===== src/rtl/input_conditioner.sv =====
// input_conditioner: synchronises and debounces the side-road sensor and walk button.
// WALK_LATCH_EN: walk is a level held until walk_ack rises; otherwise walk is a 1-clk press pulse.
module input_conditioner #(
    parameter int DEBOUNCE    = 4,
    parameter int SYNC_STAGES = 2
) (
    input  logic       clk,
    input  logic       reset,
    input  logic       tick,
    input  logic       raw_sensor,
    input  logic       raw_walk,
    input  logic       walk_ack,
    output logic       sensor,
    output logic       walk,
    output logic [7:0] sensor_events
);
    logic [SYNC_STAGES-1:0] sync_s, sync_w;
    logic [1:0] synced, lvl, flip;
    logic [3:0] cnt [2];
    logic       walk_d, press;

    assign synced = {sync_w[SYNC_STAGES-1], sync_s[SYNC_STAGES-1]};
    assign sensor = lvl[0];
    assign press  = lvl[1] & ~walk_d;

    // flip marks the tick on which a differing sample completes the DEBOUNCE run
    always_comb begin
        flip = '0;
        for (int i = 0; i < 2; i++)
            flip[i] = tick && (synced[i] != lvl[i]) && (cnt[i] == 4'(DEBOUNCE - 1));
    end

    always_ff @(posedge clk) begin
        if (reset) begin
            sync_s        <= '0;
            sync_w        <= '0;
            lvl           <= '0;
            cnt           <= '{default: '0};
            walk_d        <= 1'b0;
            sensor_events <= '0;
        end else begin
            sync_s <= {sync_s[SYNC_STAGES-2:0], raw_sensor};
            sync_w <= {sync_w[SYNC_STAGES-2:0], raw_walk};
            for (int i = 0; i < 2; i++)
                if (tick)
                    cnt[i] <= (synced[i] == lvl[i] || flip[i]) ? 4'd0 : cnt[i] + 4'd1;
            lvl    <= lvl ^ flip;
            walk_d <= lvl[1];
            if (flip[0] && !lvl[0] && sensor_events != 8'hFF)
                sensor_events <= sensor_events + 8'd1;
        end
    end

`ifdef WALK_LATCH_EN
    logic [1:0] ack_q;
    logic       ack_rise;

    assign ack_rise = ack_q[0] & ~ack_q[1];

    // a press in the same cycle as an ack rise keeps the request set
    always_ff @(posedge clk) begin
        if (reset) begin
            ack_q <= '0;
            walk  <= 1'b0;
        end else begin
            ack_q <= {ack_q[0], walk_ack};
            walk  <= press | (walk & ~ack_rise);
        end
    end
`else
    always_ff @(posedge clk) begin
        if (reset)
            walk <= 1'b0;
        else
            walk <= press;
    end
`endif
endmodule


===== config.mk =====
export PLATFORM = sky130hd
export DESIGN_NAME = input_conditioner
export DESIGN_NICKNAME = d
export VERILOG_FILES = /design/src/rtl/input_conditioner.sv
export SDC_FILE = /design/constraint.sdc
export NUM_CORES = 1
export LEC_CHECK = 0
export ABC_AREA = 0
export BUFFER_PORTS_ARGS = -buffer_cell sky130_fd_sc_hd__buf_4
export CAP_MARGIN = 5
export CORE_MARGIN = 2
export CORE_UTILIZATION = 50
export DETAILED_ROUTE_END_ITERATION = 10
export GPL_ROUTABILITY_DRIVEN = 0
export PLACE_DENSITY = 0.78
export SLEW_MARGIN = 20
export SYNTH_ARGS = -nofsm -noshare
export SYNTH_HDL_FRONTEND = slang
export SYNTH_SLANG_ARGS = --single-unit
export TNS_END_PERCENT = 5

===== constraint.sdc =====
create_clock -name clk -period 1.96 [get_ports clk]
set_input_delay 0.294 -clock clk [delete_from_list [all_inputs] [get_ports clk]]
set_output_delay 0.294 -clock clk [all_outputs]
set_load 0.03 [all_outputs]

After elaboration in Yosys (flattened, before gate mapping)
Index checks and enable logic that the tools add are counted.
- flip-flop bits (word level): 24
- input port bits: 6
- output and inout bits: 10
- word-level logic and storage cells: 32
- add/sub/neg operators: 3
- equal/unequal tests: 7
- multiplexer cells: 2
- bitwise operators: 3
- reduce and logical (&&, ||, !) cells: 9
- operators by type and width (kind ; count):
    4-bit by 1-bit adder with 4-bit output, second input constant ; 2
    8-bit by 1-bit adder with 8-bit output, second input constant ; 1
    4-bit by 2-bit == test with 1-bit output, second input constant ; 2
    4-bit 2-to-1 mux ; 2
    8-bit inequality test, second input constant ; 1
    1-bit logical AND ; 6
    1-bit == test ; 2
    1-bit logical OR ; 2
    1-bit inequality test ; 2
    2-bit XOR ; 1
    1-bit bitwise AND ; 1
    1-bit logical NOT ; 1
    1-bit NOT ; 1

Logic depth before layout (Yosys ltp)
Gate-level depths: netlist (run 1).
- word-level depth: 5
- depth in mapped cells: 8
- gate-level depth less buffers: 7

Least setup slack after synthesis (run 1)
Ideal clock, no wire load.
- path type: register to register
- start: register lvl[0]
- end: register sensor_events[0]
- setup time: 0.123 ns
- arrival time: 1.692 ns
- required time: 1.837 ns
- path slack: 0.144 ns
- cell stages (with the launch flop): 7
- buffers on the path: 1
- clock period less this slack: 1.816 ns
- cell sequence: dfxtp_1 -> xnor2_1 -> nor2_1 -> ha_1 -> clkbuf_1 -> o21a_1 -> mux2_1
- cells in the longest elaborated chain, start to end: 5
- elaborated cells between the ends (all ways): 6
- those cells by class: 1 x eq/ne; 5 x reduce/logical
- ends and longest elaborated chain (element ; line ; text):
    start: declaration ; 18 ; logic [1:0] synced, lvl, flip;
    start signal: assignment ; 47 ; lvl <= lvl ^ flip;
    1-bit inequality test ; 30 ; flip[i] = tick && (synced[i] != lvl[i]) && (cnt[i] == 4'(DEBOUNCE - 1));
    1-bit logical AND (2 in series) ; 30 ;
    1-bit logical AND * (2 in series) ; 49 ; if (flip[0] && !lvl[0] && sensor_events != 8'hFF)
    end signal: assignment ; 50 ; sensor_events <= sensor_events + 8'd1;
    end: declaration ; 15 ; output logic [7:0] sensor_events
Mark *: on every way between the ends. The rest lies on a longest branch, timed or not.
A chain may end at the register's enable or synchronous reset.

Worst setup path after layout (run 1)
- start: register cnt[4] in the netlist's numbering
- end: register sensor_events[0]
- cells in the longest elaborated chain, start to end: 4
- ends and longest elaborated chain (element ; line ; text):
    start: declaration ; 19 ; logic [3:0] cnt [2];
    start signal: indexed assignment ; 46 ; cnt[i] <= (synced[i] == lvl[i] || flip[i]) ? 4'd0 : cnt[i] + 4'd1;
    4-bit by 2-bit == test with 1-bit output ; 30 ;
    1-bit logical AND ; 30 ;
    1-bit logical AND (2 in series) ; 49 ;
Every way passes these cells.

==> flow_metrics.env, run 1 <==
export IMPL_outcome="finished, final reports clean"
export IMPL_nets=141
export IMPL_fin_tns_setup_ns=0
export IMPL_combPwrFrac_pct=3.9
export IMPL_vias_per_cell=5.61
export IMPL_clockRootBuffer="clkbuf_4"
export IMPL_synth_cell_types=39
export IMPL_place_port_buffers=14
export IMPL_wl_um=1960
export IMPL_fmax_mhz=553
export IMPL_intPower_w=0.000715
export IMPL_clk_pin_slew_ns=0.13
export IMPL_cts_htree_levels=1
export IMPL_io_pins=16
export IMPL_place_inst=153
export IMPL_relSlewSlack_pct=81.1
export IMPL_clock_power_share_pct=40.0
export IMPL_synth_area_sq_mm=0.00111
export IMPL_r2r_cells=6
export IMPL_arrival_ns=2.02
export IMPL_synthFlopType="dfxtp_1"
export IMPL_cts_sinks=24
export IMPL_startpoint_type="flip-flop"
export IMPL_die_area_sq_mm=0.00260
export IMPL_grt_pass1_vias=820
export IMPL_cts_hold_buffers=0
export IMPL_synth_avg_cell_area_sq_um=9.79
export IMPL_synthCells=113
export IMPL_end_kind="flip-flop"
export IMPL_holdPathStages=2
export IMPL_drt_pass1_iter_count=4
export IMPL_layout_commonest_cell="dfxtp_1"
export IMPL_p_seq_share_pct=56.1
export IMPL_drc_errors=0
export IMPL_die_w_um=51.0
export IMPL_grt_ovfl_total=0
export IMPL_clk_path_buf_depth=2
export IMPL_layout_drive_gt1_share_pct=19.2
export IMPL_tritoncts="yes"
export IMPL_p_sw_share_pct=19.1
export IMPL_finalSetupViolations=0
export IMPL_fp_dieH_um=51.0
export IMPL_r2r_end="sensor_events[0]$_SDFFE_PP0P_"
export IMPL_crit_start="cnt[4]$_SDFFE_PP0P_"
export IMPL_final_period_utilization_pct=92.2
export IMPL_drt_iter0_drc=14
export IMPL_dp_final_hpwl_um=1410
export IMPL_antenna_cells=0
export IMPL_switching_power_w=0.000168
export IMPL_final_cell_mix="24 x dfxtp_1, 17 x buf_4, 7 x a21oi_1"
export IMPL_syn_to_final_growth_pct=17.1
export IMPL_cap_violations=0
export IMPL_drtAntennaViolNets=0
export IMPL_finalNonFillerCells=158
export IMPL_worst_pin_slew_ns=0.282
export IMPL_rows=17
export IMPL_p_leak_nw=0.511
export IMPL_slew_violations=0
export IMPL_r2r_start="cnt[4]$_SDFFE_PP0P_"
export IMPL_synth_warnings=0
export IMPL_grt_use_total_pct=17.7
export IMPL_p_per_area_mw_per_mm2=682
export IMPL_numCtsBuffers=3
export IMPL_regToRegSetupSlack_ns=0.15
export IMPL_finalCriticalPeriod_ns=1.81
export IMPL_grt_first_pass_wirelength_um=3450
export IMPL_hp_class="in -> reg"
export IMPL_antenna_found_initial=0
export IMPL_async_flop_share_pct=0
export IMPL_fin_skew_ns=0.00116
export IMPL_critPathMaxFanout=6
export IMPL_synth_seq_cells=24
export IMPL_crit_required_ns=2.17
export IMPL_vias=886
export IMPL_irDropWorstVdd_mv=0.531
export IMPL_syn_nets=123
export IMPL_grt_start_max_net_pins=22
export IMPL_crit_end="sensor_events[0]$_SDFFE_PP0P_"
export IMPL_drt_wirelength_per_cell_um=12.4
export IMPL_clk_latency_ns=0.31
export IMPL_ys_seq_area_share_pct=43.4
export IMPL_synth_edf_count=0
export IMPL_finalHoldViolCount=0
export IMPL_start_util_pct=51.5
export IMPL_core_sq_mm=0.00215
export IMPL_worstSetupPathType="reg -> reg"
cells in the mapped netlist (all sizes together), types with 2 or more instances:
cell,count,share of area (%)
clkbuf,2,0.68
nand4b,3,2.4
buf,2,2.0
and4,3,2.4
nor2b,7,4.2
o21ai,2,0.90
a31oi,4,2.3
a21oi,7,3.2
inv,2,0.68
dfxtp,24,43
ha,4,4.5
nand2,6,2.0
nand4bb,2,2.0
nor2,4,1.4
nand3,5,2.3
nor3,3,1.4
nand3b,2,1.4
a311oi,2,1.6
nand2b,6,3.4
nand4,5,2.8
xor2,2,2.3
mux2i,2,1.8
cells by family after synthesis:
kind of cell,share of synthesized area (%)
simple gates,29.3
flops,43.4
compound gates,13.5
buf+inv,3.39
fa+ha+maj,4.53
xor+xnor,3.05
mux,2.83
metrics by stage:
step                instance area (sq um)  hold slack, ns  utilization, %  power [W]  setup slack, ns
finish                               1290           0.182            60.3   0.000883            0.153
global route                         1290           0.194            60.3   0.000907         -0.00160
CTS                                  1280           0.168            59.8   0.000895            0.105
detailed placement                   1230           0.375            57.3   0.000541            0.143
global placement                     1230           0.371            57.3   0.000540            0.169
floorplan                            1110           0.364               -   0.000531            0.144
power groups by stage:
stage,Sequential [W],Combinational (W),Clock (W)
2_1_floorplan,0.000506,0.0000248,0
3_3_place_gp,0.000506,0.0000337,0
3_5_place_dp,0.000506,0.0000348,0
4_1_cts,0.000496,0.0000347,0.000365
5_1_grt,0.000496,0.0000390,0.000372
6_report,0.000496,0.0000344,0.000353
metal layers:
metal	global-route usage, %	part of all wire, %	vias to the layer above
met5	0	0	-
met4	9.46	1.6	0
met3	3.51	3.3	4
met2	27.5	45	18
met1	23.1	50	409
li1	-	-	455
sequential cells by signal, summed over array words and instances (netlist names):
| name | count |
|---|---|
| cnt | 8 |
| sensor_events | 8 |
| lvl | 2 |
| sync_s | 2 |
| sync_w | 2 |
| walk | 1 |
| walk_d | 1 |
worst min path at each step:
stage                                  from                   end  slack, ns
after detailed placement  walk_d$_SDFF_PP0_       walk$_SDFF_PP0_       0.38
after global routing             raw_sensor  sync_s[0]$_SDFF_PP0_       0.19
final                            raw_sensor  sync_s[0]$_SDFF_PP0_       0.18
after global placement    walk_d$_SDFF_PP0_       walk$_SDFF_PP0_       0.37
after CTS                        raw_sensor  sync_s[0]$_SDFF_PP0_       0.17
after floorplan                       reset     walk_d$_SDFF_PP0_       0.36
final cells by class:
| type | instances | area [sq um] |
|---|---|---|
| fillers | 191 | 853 |
| multi-input cells | 83 | 592 |
| flip-flops and latches | 24 | 480 |
| repair buffers | 17 | 128 |
| well taps | 28 | 35.0 |
| clock inverters | 1 | 30.0 |
| clock buffers | 3 | 22.5 |
| inverters | 2 | 7.51 |
repair_timing:
action / 4_1_cts / 5_1_grt
setup endpoints to repair: 0 / 4
buffers inserted: 0 / 1
gates resized for setup: 0 / 2
worst max-delay path: stages (launching register included):
cell       delay (ns)
dfxtp_1          0.39
ha_1             0.20
nand4bb_1        0.19
nor2_1           0.14
ha_2             0.24
o21a_1           0.20
mux2_1           0.34
No activity file was read; power rests on OpenSTA's default activity.
==> run 2: changes to the inputs <==
- RECOVER_POWER: not set -> 25
- SETUP_SLACK_MARGIN: not set -> 0.5
==> flow_metrics.env, run 2 (synthesis results as in run 1) <==
export IMPL_crit_start="cnt[5]$_SDFFE_PP0P_"
export IMPL_rsz0062_at_grt="yes"
export IMPL_syn_to_final_growth_pct=25.1
export IMPL_crit_required_ns=2.13
export IMPL_cap_violations=0
export IMPL_vias_per_cell=5.56
export IMPL_place_port_buffers=14
export IMPL_drc_errors=0
export IMPL_p_leak_nw=0.531
export IMPL_drt_pass1_iter_count=5
export IMPL_intPower_w=0.000713
export IMPL_rows=17
export IMPL_finalCriticalPeriod_ns=1.62
export IMPL_wl_um=2270
export IMPL_switching_power_w=0.000172
export IMPL_io_pins=16
export IMPL_hp_class="in -> reg"
export IMPL_end_kind="flip-flop"
export IMPL_die_area_sq_mm=0.00260
export IMPL_dpl_instance_area_sq_mm=0.00124
export IMPL_grt_first_pass_wirelength_um=3820
export IMPL_cts_sinks=24
export IMPL_p_per_area_mw_per_mm2=640
export IMPL_slew_violations=0
export IMPL_r2r_start="cnt[5]$_SDFFE_PP0P_"
export IMPL_arrival_ns=1.79
export IMPL_fp_dieH_um=51.0
export IMPL_grt_pass1_vias=883
export IMPL_finalPower_w=0.000885
export IMPL_die_w_um=51.0
export IMPL_irDropWorstVdd_mv=0.597
export IMPL_layout_commonest_cell="dfxtp_1"
export IMPL_holdWs_ns=0.178
export IMPL_clock_power_share_pct=40.1
export IMPL_p_seq_share_pct=55.7
export IMPL_grt_start_max_net_pins=22
export IMPL_start_util_pct=51.5
export IMPL_worst_pin_slew_ns=0.911
export IMPL_cp_slowest_cell="dfxtp_4"
export IMPL_min_from="raw_sensor"
export IMPL_cp_slowest_stage_delay_ns=0.39
export IMPL_startpoint_type="flip-flop"
export IMPL_outcome="finished, final reports clean"
export IMPL_nets=146
export IMPL_finalHoldViolCount=0
export IMPL_core_sq_mm=0.00215
export IMPL_fin_tns_setup_ns=0
export IMPL_final_cell_area_sq_mm=0.00138
export IMPL_top_regs="cnt x8, sensor_events x8"
export IMPL_finalSetupViolations=0
export IMPL_worstPathCellList="ha_4 > nand4bb_4 > nor2_4 > ha_4 > and4_4 > and4b_1 > nor3_1"
export IMPL_fin_skew_ns=0.00817
export IMPL_grt_ovfl_total=0
export IMPL_clockRootBuffer="clkbuf_4"
export IMPL_cts_hold_buffers=0
export IMPL_tritoncts="yes"
export IMPL_fill_cells=180
export IMPL_fmax_mhz=619
export IMPL_final_cell_mix="21 x dfxtp_1, 20 x buf_4, 7 x a21oi_1"
export IMPL_drt_wirelength_per_cell_um=13.9
export IMPL_grt_use_total_pct=19.1
export IMPL_antenna_cells=0
export IMPL_relSlewSlack_pct=39.2
export IMPL_dp_final_hpwl_um=1440
export IMPL_antenna_found_initial=0
export IMPL_critPathMaxFanout=5
export IMPL_worstSetupPathType="reg -> reg"
export IMPL_final_period_utilization_pct=82.5
export IMPL_layout_drive_gt1_share_pct=25.9
export IMPL_drt_iter0_drc=11
export IMPL_cts_htree_levels=1
export IMPL_drtAntennaViolNets=0
export IMPL_clk_latency_ns=0.32
export IMPL_crit_top_cell="ha_4"
export IMPL_vias=906
export IMPL_clk_path_buf_depth=2
export IMPL_clk_pin_slew_ns=0.13
export IMPL_numCtsBuffers=3
export IMPL_p_sw_share_pct=19.5
export IMPL_combPwrFrac_pct=4.2
-- run 2: through the flow --
stage / setup WS, ns / instances / utilization, %
2_1_floorplan: 0.295 / 113 / -
3_5_place_dp: 0.187 / 152 / 57.8
6_report: 0.344 / 163 / 64.4
3_3_place_gp: 0.211 / 152 / 57.8
4_1_cts: 0.420 / 161 / 64.3
5_1_grt: 0.273 / 163 / 64.4
-- run 2: final timing paths --
check,endpoint,slack (ns),cells after the start
worst max-delay path,sensor_events[6]$_SDFFE_PP0P_,0.34,7
worst min-delay path,sync_s[0]$_SDFF_PP0_,0.18,2
worst max register to register,sensor_events[6]$_SDFFE_PP0P_,0.34,7
worst min register to register,walk$_SDFF_PP0_,0.39,1
-- run 2: layer usage --
metal | track usage (%) | vias up | share of wire, %
met5 | 0 | - | 0
met4 | 8.11 | 0 | 0.53
met3 | 1.75 | 2 | 3.5
met2 | 33.1 | 24 | 49
met1 | 24.0 | 415 | 47
li1 | - | 465 | -
-- run 2: final cells by class --
type	instances	area (sq um)	share of cell area (%)
multi-input cells	83	642	46.4
inverters	2	7.51	0.542
flip-flops and latches	24	489	35.4
repair buffers	22	158	11.4
well taps	28	35.0	2.53
clock buffers	3	22.5	1.63
clock inverters	1	30.0	2.17
-- run 2: worst max-delay path, delay by kind of cell, from the launching register on --
family	cells	cell delay (ns)
flops	1	0.39
simple gates	5	0.76
fa+ha+maj	2	0.31
-- run 2: repair_timing --
action                                  CTS  global route
cloned                                    0             0
pin swaps                                 3             2
endpoints found under the setup margin    9             9
buffers inserted                          5             2
resized for setup                         8             1
-- run 2: power by group through the flow --
stage | clock network, W | registers, W | logic [W]
6_report | 0.000355 | 0.000493 | 0.0000372
5_1_grt | 0.000372 | 0.000494 | 0.0000412
4_1_cts | 0.000362 | 0.000494 | 0.0000370
3_5_place_dp | 0 | 0.000507 | 0.0000354
3_3_place_gp | 0 | 0.000507 | 0.0000340
2_1_floorplan | 0 | 0.000506 | 0.0000250
